File: config.mk
export PLATFORM = sky130hd
export DESIGN_NAME = lsu_ctrl
export DESIGN_NICKNAME = d
export VERILOG_FILES = /design/src/rtl/lsu_ctrl.sv
export SDC_FILE = /design/constraint.sdc
export NUM_CORES = 1
export LEC_CHECK = 0
export CAP_MARGIN = 20
export CORE_MARGIN = 4
export CORE_UTILIZATION = 46
export CTS_CLUSTER_DIAMETER = 50
export DETAILED_ROUTE_END_ITERATION = 12
export PLACE_DENSITY_LB_ADDON = 0.15
export SYNTH_ARGS = -nofsm -noshare
export SYNTH_HDL_FRONTEND = slang
export SYNTH_SLANG_ARGS = --single-unit
File: constraint.sdc
create_clock -name clk -period 4.6 [get_ports clk]
set_input_delay 0.69 -clock clk [delete_from_list [all_inputs] [get_ports clk]]
set_output_delay 0.69 -clock clk [all_outputs]
set_load 0.01 [all_outputs]
File: src/rtl/lsu_ctrl.sv
// Load/store unit: turns decoded load/store requests into one req/ack data-bus
// transaction, stalling the core until it completes, aborts, or is rejected.
module lsu_ctrl #(
    parameter int unsigned TIMEOUT = 16
) (
    input  logic        clk,
    input  logic        rst,
    input  logic        mem_rd,
    input  logic        mem_wr,
    input  logic [2:0]  mask,
    input  logic [31:0] addr,
    input  logic [31:0] wdata,
    output logic        stall,
    output logic [31:0] rdata_o,
    output logic        access_err,
    output logic        dbus_req,
    output logic        dbus_we,
    output logic [31:0] dbus_addr,
    output logic [3:0]  dbus_be,
    output logic [31:0] dbus_wdata,
    input  logic        dbus_ack,
    input  logic [31:0] dbus_rdata
);

    typedef enum logic [1:0] {S_IDLE, S_BUSY, S_DONE} state_t;

    localparam logic [7:0] CNT_LAST = 8'(TIMEOUT - 1);

    state_t      state_q, state_d;
    logic [7:0]  cnt_q, cnt_d;
    logic        err_q, err_d;
    logic        we_q, we_d;
    logic [31:0] addr_q, addr_d;
    logic [3:0]  be_q, be_d;
    logic [31:0] wdata_q, wdata_d;
    logic [2:0]  mask_q, mask_d;
    logic [1:0]  off_q, off_d;
    logic [31:0] rdata_q, rdata_d;

    logic        op_valid, op_legal, mask_ok, align_ok;
    logic [3:0]  be_new;
    logic [31:0] wdata_new, load_ext;
    logic [7:0]  ld_byte;
    logic [15:0] ld_half;

    // Legality and lane steering of the incoming request (only used in IDLE).
    always_comb begin
        op_valid = mem_rd | mem_wr;
        mask_ok  = 1'b0;
        if (mem_rd && !mem_wr) begin
            mask_ok = (mask != 3'b011) && (mask != 3'b110) && (mask != 3'b111);
        end else if (mem_wr && !mem_rd) begin
            mask_ok = !mask[2];
        end
        case (mask[1:0])
            2'b01:   align_ok = !addr[0];
            2'b10:   align_ok = (addr[1:0] == 2'b00);
            default: align_ok = 1'b1;
        endcase
        op_legal = op_valid && mask_ok && align_ok;

        case (mask[1:0])
            2'b00: begin
                be_new    = 4'b0001 << addr[1:0];
                wdata_new = {4{wdata[7:0]}};
            end
            2'b01: begin
                be_new    = 4'b0011 << addr[1:0];
                wdata_new = {2{wdata[15:0]}};
            end
            default: begin
                be_new    = 4'b1111;
                wdata_new = wdata;
            end
        endcase
    end

    // Load alignment and extension from the word returned by the bus.
    always_comb begin
        ld_byte = dbus_rdata[{off_q, 3'b000} +: 8];
        ld_half = dbus_rdata[{off_q[1], 4'b0000} +: 16];
        case (mask_q)
            3'b000:  load_ext = {{24{ld_byte[7]}}, ld_byte};
            3'b100:  load_ext = {24'b0, ld_byte};
            3'b001:  load_ext = {{16{ld_half[15]}}, ld_half};
            3'b101:  load_ext = {16'b0, ld_half};
            default: load_ext = dbus_rdata;
        endcase
    end

    always_comb begin
        // NOTE: every signal assigned here gets a default first, so no path
        // leaves one unassigned and no latch is inferred.
        state_d    = state_q;
        cnt_d      = cnt_q;
        err_d      = err_q;
        we_d       = we_q;
        addr_d     = addr_q;
        be_d       = be_q;
        wdata_d    = wdata_q;
        mask_d     = mask_q;
        off_d      = off_q;
        rdata_d    = rdata_q;
        stall      = 1'b0;
        access_err = 1'b0;

        case (state_q)
            S_IDLE: begin
                if (op_valid) begin
                    if (op_legal) begin
                        stall   = 1'b1;
                        state_d = S_BUSY;
                        cnt_d   = 8'd0;
                        err_d   = 1'b0;
                        we_d    = mem_wr;
                        addr_d  = {addr[31:2], 2'b00};
                        be_d    = be_new;
                        wdata_d = wdata_new;
                        mask_d  = mask;
                        off_d   = addr[1:0];
                    end else begin
                        access_err = 1'b1;
                    end
                end
            end
            S_BUSY: begin
                stall = 1'b1;
                if (dbus_ack) begin
                    state_d = S_DONE;
                    err_d   = 1'b0;
                    rdata_d = we_q ? 32'd0 : load_ext;
                end else if (cnt_q == CNT_LAST) begin
                    // Ack in the last allowed cycle is handled above and wins.
                    state_d = S_DONE;
                    err_d   = 1'b1;
                    rdata_d = 32'd0;
                end else begin
                    cnt_d = cnt_q + 8'd1;
                end
            end
            S_DONE: begin
                access_err = err_q;
                state_d    = S_IDLE;
            end
            default: state_d = S_IDLE;
        endcase

        if (rst) begin
            stall      = 1'b0;
            access_err = 1'b0;
        end
    end

    // NOTE: sequential state uses non-blocking assignments so every flop
    // samples the pre-edge values regardless of statement order.
    always_ff @(posedge clk or posedge rst) begin
        if (rst) begin
            state_q <= S_IDLE;
            cnt_q   <= 8'd0;
            err_q   <= 1'b0;
            we_q    <= 1'b0;
            addr_q  <= 32'd0;
            be_q    <= 4'd0;
            wdata_q <= 32'd0;
            mask_q  <= 3'd0;
            off_q   <= 2'd0;
            rdata_q <= 32'd0;
        end else begin
            state_q <= state_d;
            cnt_q   <= cnt_d;
            err_q   <= err_d;
            we_q    <= we_d;
            addr_q  <= addr_d;
            be_q    <= be_d;
            wdata_q <= wdata_d;
            mask_q  <= mask_d;
            off_q   <= off_d;
            rdata_q <= rdata_d;
        end
    end

    assign dbus_req   = (state_q == S_BUSY);
    assign dbus_we    = we_q;
    assign dbus_addr  = addr_q;
    assign dbus_be    = be_q;
    assign dbus_wdata = wdata_q;
    assign rdata_o    = rdata_q;

endmodule
==> results.tsv, run 1 <==
stage	metric	value	unit
outcome	outcome	completed	
synth	yosys.area_share.adder	1.25	%
layout	fin_nets	774	
power	p_comb_share	40.9	%
route	drt_iter0_markers	441	
synth	syn_inst	469	
power	p_leak	3.76	nW
worst_setup_path	critPathRequiredTime	3910	ps
synth	avgSynthCellArea	12.8	um^2
placed_design	io_buffers	205	
die	start_util	47.3	%
sta	rsz0062_at_grt	false	
route	avgRoutedWirePerCell	19.2	um
power	pwr-share-seq	34.2	%
power	vdd_drop_max	0.340	mV
sta	setup_viol	0	
worst_setup_path	startpoint_type	primary input	
sta	finalCritPeriodShare	87.3	%
worst_setup_path	reg2reg_setup_slack	2230	ps
layout	utilization	68.1	%
route	drc	0	
die	die_h	122	um
clock_network	holdBufCountCts	0	
placed_design	place_inst	817	
synth	async_flop_share	100	%
synth	synth_seq_cells	115	
sta	fin_worst_skew	5.15	ps
worst_setup_path	crit_type	in -> out	
clock_network	insertion_delay	410	ps
sta	fin_setup_tns	0	ps
grt	antenna_found_initial	0	
synth	synth-xor-area-share	0.584	%
clock_network	cts.sinks	115	
sta	min_period	4020	ps
synth	ys.flop_type	dfrtp_1	
synth	synth-simple-area-share	8.89	%
grt	grtUsageTotal	22.3	%
clock_network	cts_tree	yes	
synth	ys_warn_count	0	
flow_run	maxCapViolCount	0	
worst_setup_path	cp_max_fo	11	
layout	syn_to_final_growth	43.9	%
grt	grt_max_degree	72	
grt	grt_pass1_wl	25.9	mm
synth	ys_seq_area_share	48.0	%
layout	regArea	0.00288	mm^2
die	placementRows	41	
sta	max_slew_margin	34.7	%
clock_network	cts_buffer_depth	2	
route	routed_wl	16.3	mm
worst_hold_path	worst_hold_path_type	reg -> reg	
clock_network	cts_resized	0	
worst_setup_path	end_kind	output pin	
grt	gr-total-overflow	0	
clock_network	cts_setup_buffers	0	
route	dr.pass1.iters	5	
sta	fmax	249	MHz
sta	finalHoldViolations	0	
synth	synth-edff-count	0	
sta	finalMaxSlewViolations	0	
clock_network	htreeDepth	4	
synth	synth_top_family_by_area	multiplexers	
power	p_int	3.69	mW
die	dieWidth	122	um
die	io_pins	208	
power	swShare	30.0	%
route	vias	4694	
layout	diodes	0	
grt	grt_pass1_vias	4946	
clock_network	clkTransAtPathRegs	50	ps
route	viasPerCell	5.54	
clock_network	numCtsBuffers	17	
synth	ys_types	56	
layout	nFillCells	949	
power	p_clk_share	25.0	%
clock_network	clockRootBuffer	clkbuf_16	
synth	muxShareOfSynthArea	21.4	%
layout	multi_input_area	0.00278	mm^2
route	ant_nets	0	
placed_design	dp_hpwl	11.7	mm
placed_design	gp_congestion	0.859	
synth	netlist_area	0.00600	mm^2
layout	drive_above_1_share	19.1	%
power	power.density	610	mW/mm^2
layout	final_cell_count_no_fill	847	
worst_setup_path	crit_arrival	3330	ps
synth	synth_compound_area_share	13.9	%
power	power.switching	1.58	mW
power	p_total	5.27	mW
sta	worst_pin_slew	979	ps
die	coreArea	0.0127	mm^2
die	dieArea	0.0149	mm^2
==> final cells by class <==
| class | count | area share [%] |
|---|---|---|
| Clock buffer | 20 | 5.29 |
| Multi-Input combinational cell | 304 | 32.2 |
| Inverter | 15 | 0.681 |
| Clock inverter | 10 | 1.55 |
| Sequential cell | 115 | 33.3 |
| Tap cell | 172 | 2.49 |
| Timing Repair Buffer | 211 | 24.4 |
==> worst paths after layout <==
path                                  from       endpoint  depth (start not counted)
worst max-delay path               mask[1]     access_err                          7
worst min-delay path            rdata_o[2]     rdata_o[2]                          1
worst max register to register    off_q[1]    rdata_o[23]                          3
worst min register to register  rdata_o[2]     rdata_o[2]                          1
max in group asynchronous              rst       cnt_q[4]                          3
min in group asynchronous              rst  dbus_addr[28]                          2
==> Yosys cell counts, drive strengths merged, types with 2 or more instances <==
| master | number | area [um^2] |
|---|---|---|
| nand3b | 4 | 30.0 |
| a221o | 20 | 200 |
| nor2b | 9 | 56.3 |
| o21a | 3 | 23.8 |
| nor2 | 17 | 66.3 |
| o21ai | 17 | 85.1 |
| o211ai | 2 | 15.0 |
| mux2 | 79 | 1150 |
| nand2b | 9 | 56.3 |
| buf | 21 | 239 |
| and3b | 4 | 35.0 |
| mux4 | 5 | 113 |
| nand2 | 32 | 120 |
| a22o | 15 | 131 |
| a21oi | 10 | 50.1 |
| a22oi | 8 | 60.1 |
| dfrtp | 115 | 2880 |
| xor2 | 2 | 17.5 |
| or3 | 4 | 25.0 |
| or2 | 2 | 12.5 |
| o21bai | 2 | 15.0 |
| o2bb2ai | 5 | 43.8 |
| a32o | 3 | 30.0 |
| ha | 6 | 75.1 |
| clkbuf | 15 | 57.6 |
| inv | 15 | 56.3 |
| a21o | 2 | 15.0 |
| mux2i | 2 | 20.0 |
| a211oi | 6 | 50.1 |
| nand3 | 7 | 35.0 |
| o22ai | 10 | 62.6 |
| and2 | 3 | 18.8 |
| xnor2 | 2 | 17.5 |
==> state kept, by name, indices dropped and copies added (netlist names) <==
name	cells
cnt_q	8
dbus_addr	30
dbus_be	4
dbus_wdata	32
dbus_we	1
err_q	1
mask_q	3
off_q	2
rdata_o	32
state_q	2
==> worst max-delay path, cell delays in order <==
cell and delay [ps]:
clkdlybuf4s50_1 820, inv_1 190, ha_1 260, o21ai_1 290, a211oi_1 160, o31ai_1 320, clkdlybuf4s50_1 590
==> cells by family (layout without fill, tap and decap cells) <==
group	count (synthesis)	after routing
simple gates	98	98
other cells	1	2
flops	115	115
compound gates	108	108
mux	86	86
xor+xnor	4	4
fa+ha+maj	6	6
buf+inv	51	256
==> through the flow <==
step / setup WS, ps / hold slack [ps] / instance area [um^2]
after floorplan: 866 / 522 / 6000
after CTS: 517 / 492 / 8630
after detailed placement: 541 / 477 / 8040
after global placement: 684 / 473 / 8040
final: 582 / 491 / 8630
after global routing: 396 / 519 / 8630
==> layer usage <==
metal	vias up	wire length (um)	track usage, %
met5	-	0	0
met4	0	230	7.28
met3	25	1340	7.38
met2	194	7960	35.9
met1	2367	6770	28.6
li1	2108	-	-
==> layout by cell type, fill, tap and decap left out, drive strengths merged, types with 7 or more instances in the layout <==
| cell type | synthesis | layout |
|---|---|---|
| a221o | 20 | 20 |
| clkbuf | 15 | 20 |
| nor2b | 9 | 9 |
| a22oi | 8 | 8 |
| a21oi | 10 | 10 |
| o22ai | 10 | 10 |
| o21ai | 17 | 17 |
| nand2 | 32 | 32 |
| mux2 | 79 | 79 |
| dfrtp | 115 | 115 |
| a22o | 15 | 15 |
| nand2b | 9 | 9 |
| nor2 | 17 | 17 |
| clkdlybuf4s50 | 0 | 205 |
| nand3 | 7 | 7 |
| inv | 15 | 15 |
==> power by group through the flow <==
| stage | combinational, mW | clock, mW | sequential, mW |
|---|---|---|---|
| 6_report | 2.15 | 1.32 | 1.80 |
| 5_1_grt | 2.30 | 1.39 | 1.86 |
| 3_5_place_dp | 2.17 | 0 | 1.80 |
| 3_3_place_gp | 2.14 | 0 | 1.79 |
| 4_1_cts | 2.18 | 1.34 | 1.80 |
| 2_1_floorplan | 1.03 | 0 | 1.85 |
Power figures use the tool's default switching activity.
==> run 2: changes to the inputs <==
- PLACE_DENSITY: default -> 0.8
- PLACE_DENSITY_LB_ADDON: 0.15 -> default
==> results.tsv, run 2 (same netlist as run 1, synthesis figures left out) <==
stage	metric	value	unit	change
sta	setup_ws	505	ps	-76.9 ps
clock_network	insertion_delay	410	ps	about the same
sta	finalMaxSlewViolations	0		unchanged
sta	min_period	4090	ps	+76.9 ps
route	drc	0		unchanged
route	vias	4644		-1.1%
route	viasPerCell	5.46		-1.4%
clock_network	clkTransAtPathRegs	50	ps	about the same
sta	rsz0062_at_grt	false		
power	p_clk_share	26.4	%	+1.4 points
die	dieWidth	122	um	unchanged
clock_network	htreeDepth	4		unchanged
placed_design	gp_congestion	0.876		+1.9%
grt	antenna_found_initial	0		unchanged
worst_setup_path	path_common_cell	clkdlybuf4s50_1		
power	power.density	623	mW/mm^2	+2.1%
worst_setup_path	cp_max_fo	11		unchanged
route	ant_nets	0		unchanged
clock_network	numCtsBuffers	17		unchanged
clock_network	cts_resized	0		unchanged
clock_network	cts.sinks	115		unchanged
grt	grt_pass1_wl	26.7	mm	+3.0%
worst_setup_path	path_buf_inv	3		unchanged
sta	worst_pin_slew	1020	ps	+42.4 ps
clock_network	holdBufCountCts	0		unchanged
worst_setup_path	crit_slowest_cell	clkdlybuf4s50_1		
worst_setup_path	crit_type	in -> out		
grt	grt_max_degree	68		-5.6%
clock_network	cts_setup_buffers	0		unchanged
sta	finalHoldViolations	0		unchanged
sta	max_slew_margin	31.9	%	-2.8 points
layout	diodes	0		unchanged
placed_design	io_buffers	205		unchanged
worst_hold_path	worst_hold_path_type	reg -> reg		
route	routed_wl	16.9	mm	+3.7%
layout	fin_nets	775		+0.13%
sta	finalCritPeriodShare	89.0	%	+1.7 points
power	p_int	3.80	mW	+2.9%
layout	layout_common_cells	205 x clkdlybuf4s50_1, 115 x dfrtp_1, 70 x mux2_4, 32 x nand2_1, 20 x a221o_1		
power	swShare	30.0	%	about the same
sta	fin_setup_tns	0	ps	unchanged
placed_design	dp_hpwl	12.1	mm	+3.7%
layout	drive_above_1_share	19.5	%	+0.36 points
worst_setup_path	cp_cell_sequence	clkdlybuf4s50_1 -> inv_1 -> ha_1 -> o21ai_1 -> a211oi_1 -> o31ai_1 -> clkdlybuf4s50_1		
layout	syn_to_final_growth	45.0	%	
worst_setup_path	crit_arrival	3400	ps	+70 ps
placed_design	dp_slack	526	ps	-14.9 ps
die	start_util	47.3	%	unchanged
worst_setup_path	startpoint_type	primary input		
clock_network	clockRootBuffer	clkbuf_16		
grt	grt_pass1_vias	4984		+0.77%
power	pwr-share-seq	33.5	%	-0.7 points
die	coreArea	0.0127	mm^2	unchanged
clock_network	cts_buffer_depth	2		unchanged
grt	gr-total-overflow	0		unchanged
layout	final_common_cell	clkdlybuf4s50_1		
outcome	outcome	completed		
power	power.switching	1.62	mW	+2.8%
sta	fin_worst_skew	9.02	ps	+3.88 ps
power	p_total	5.42	mW	+2.9%
die	placementRows	41		unchanged
worst_setup_path	critPathRequiredTime	3910	ps	about the same
clock_network	cts_tree	yes		
route	dr.pass1.iters	5		unchanged
sta	setup_viol	0		unchanged
die	dieArea	0.0149	mm^2	unchanged
die	die_h	122	um	unchanged
grt	grtUsageTotal	23.2	%	+0.84 points
worst_setup_path	max_stage_delay	830	ps	about the same
power	p_comb_share	40.1	%	-0.8 points
worst_setup_path	end_kind	output pin		
worst_setup_path	cpLargestDelayFamily	buffers and inverters		
die	io_pins	208		unchanged
route	avgRoutedWirePerCell	19.9	um	+3.3%
route	drt_iter0_markers	305		-31%
power	p_leak	3.80	nW	+1.1%
power	vdd_drop_max	0.349	mV	+2.7%
sta	fmax	244	MHz	-1.9%
flow_run	maxCapViolCount	0		unchanged
==> run 2: per-layer routing <==
metal / global-route usage, % / vias up / wire length [um]
li1: - / 2114 / -
met1: 28.9 / 2297 / 6850
met2: 36.7 / 212 / 8060
met3: 9.61 / 21 / 1730
met4: 7.56 / 0 / 250
met5: 0 / - / 0
==> run 2: worst register-to-register path, cell delays in order, from the launching register on <==
cell      delay [ps]
dfrtp_1         1010
mux4_2           650
nand3b_1         240
o21ai_0          140
a32o_1           260
==> run 2: power by group through the flow <==
| stage | sequential, mW | combinational, mW | clock (mW) |
|---|---|---|---|
| 3_3_place_gp | 1.80 | 2.14 | 0 |
| 2_1_floorplan | 1.85 | 1.03 | 0 |
| 6_report | 1.82 | 2.17 | 1.43 |
| 3_5_place_dp | 1.81 | 2.17 | 0 |
| 5_1_grt | 1.88 | 2.31 | 1.51 |
| 4_1_cts | 1.82 | 2.19 | 1.46 |
==> run 2: layout make-up <==
| cell class | instances | area, um^2 |
|---|---|---|
| Multi-Input combinational cell | 304 | 2780 |
| Inverter | 15 | 58.8 |
| Tap cell | 172 | 215 |
| Timing Repair Buffer | 212 | 2120 |
| Clock buffer | 23 | 498 |
| Clock inverter | 9 | 149 |
| Sequential cell | 115 | 2880 |
| Fill cell | 938 | 3980 |
==> run 2: worst paths after layout <==
path                                 start     endpoint  slack, ps  depth (start not counted)
worst max-delay path               mask[1]   access_err        510                          7
worst min-delay path            rdata_o[1]   rdata_o[1]        500                          1
worst max register to register    off_q[1]  rdata_o[14]       2180                          4
worst min register to register  rdata_o[1]   rdata_o[1]        500                          1
max in group asynchronous              rst    mask_q[2]       2870                          3
min in group asynchronous              rst   state_q[0]        750                          2
==> run 2: per-stage QoR <==
stage	instances	utilization (%)	area, um^2	hold WS, ps
global route	850	68.6	8690	507
floorplan	470	-	6000	522
finish	850	68.6	8690	495
detailed placement	818	63.5	8050	481
CTS	850	68.6	8690	493
global placement	818	63.5	8050	470
==> run 3: changes to the inputs <==
- HOLD_SLACK_MARGIN: default -> 0.1
==> results of run 3 <==
Same layout as run 2: the final DEF is identical, and so are final timing and power.
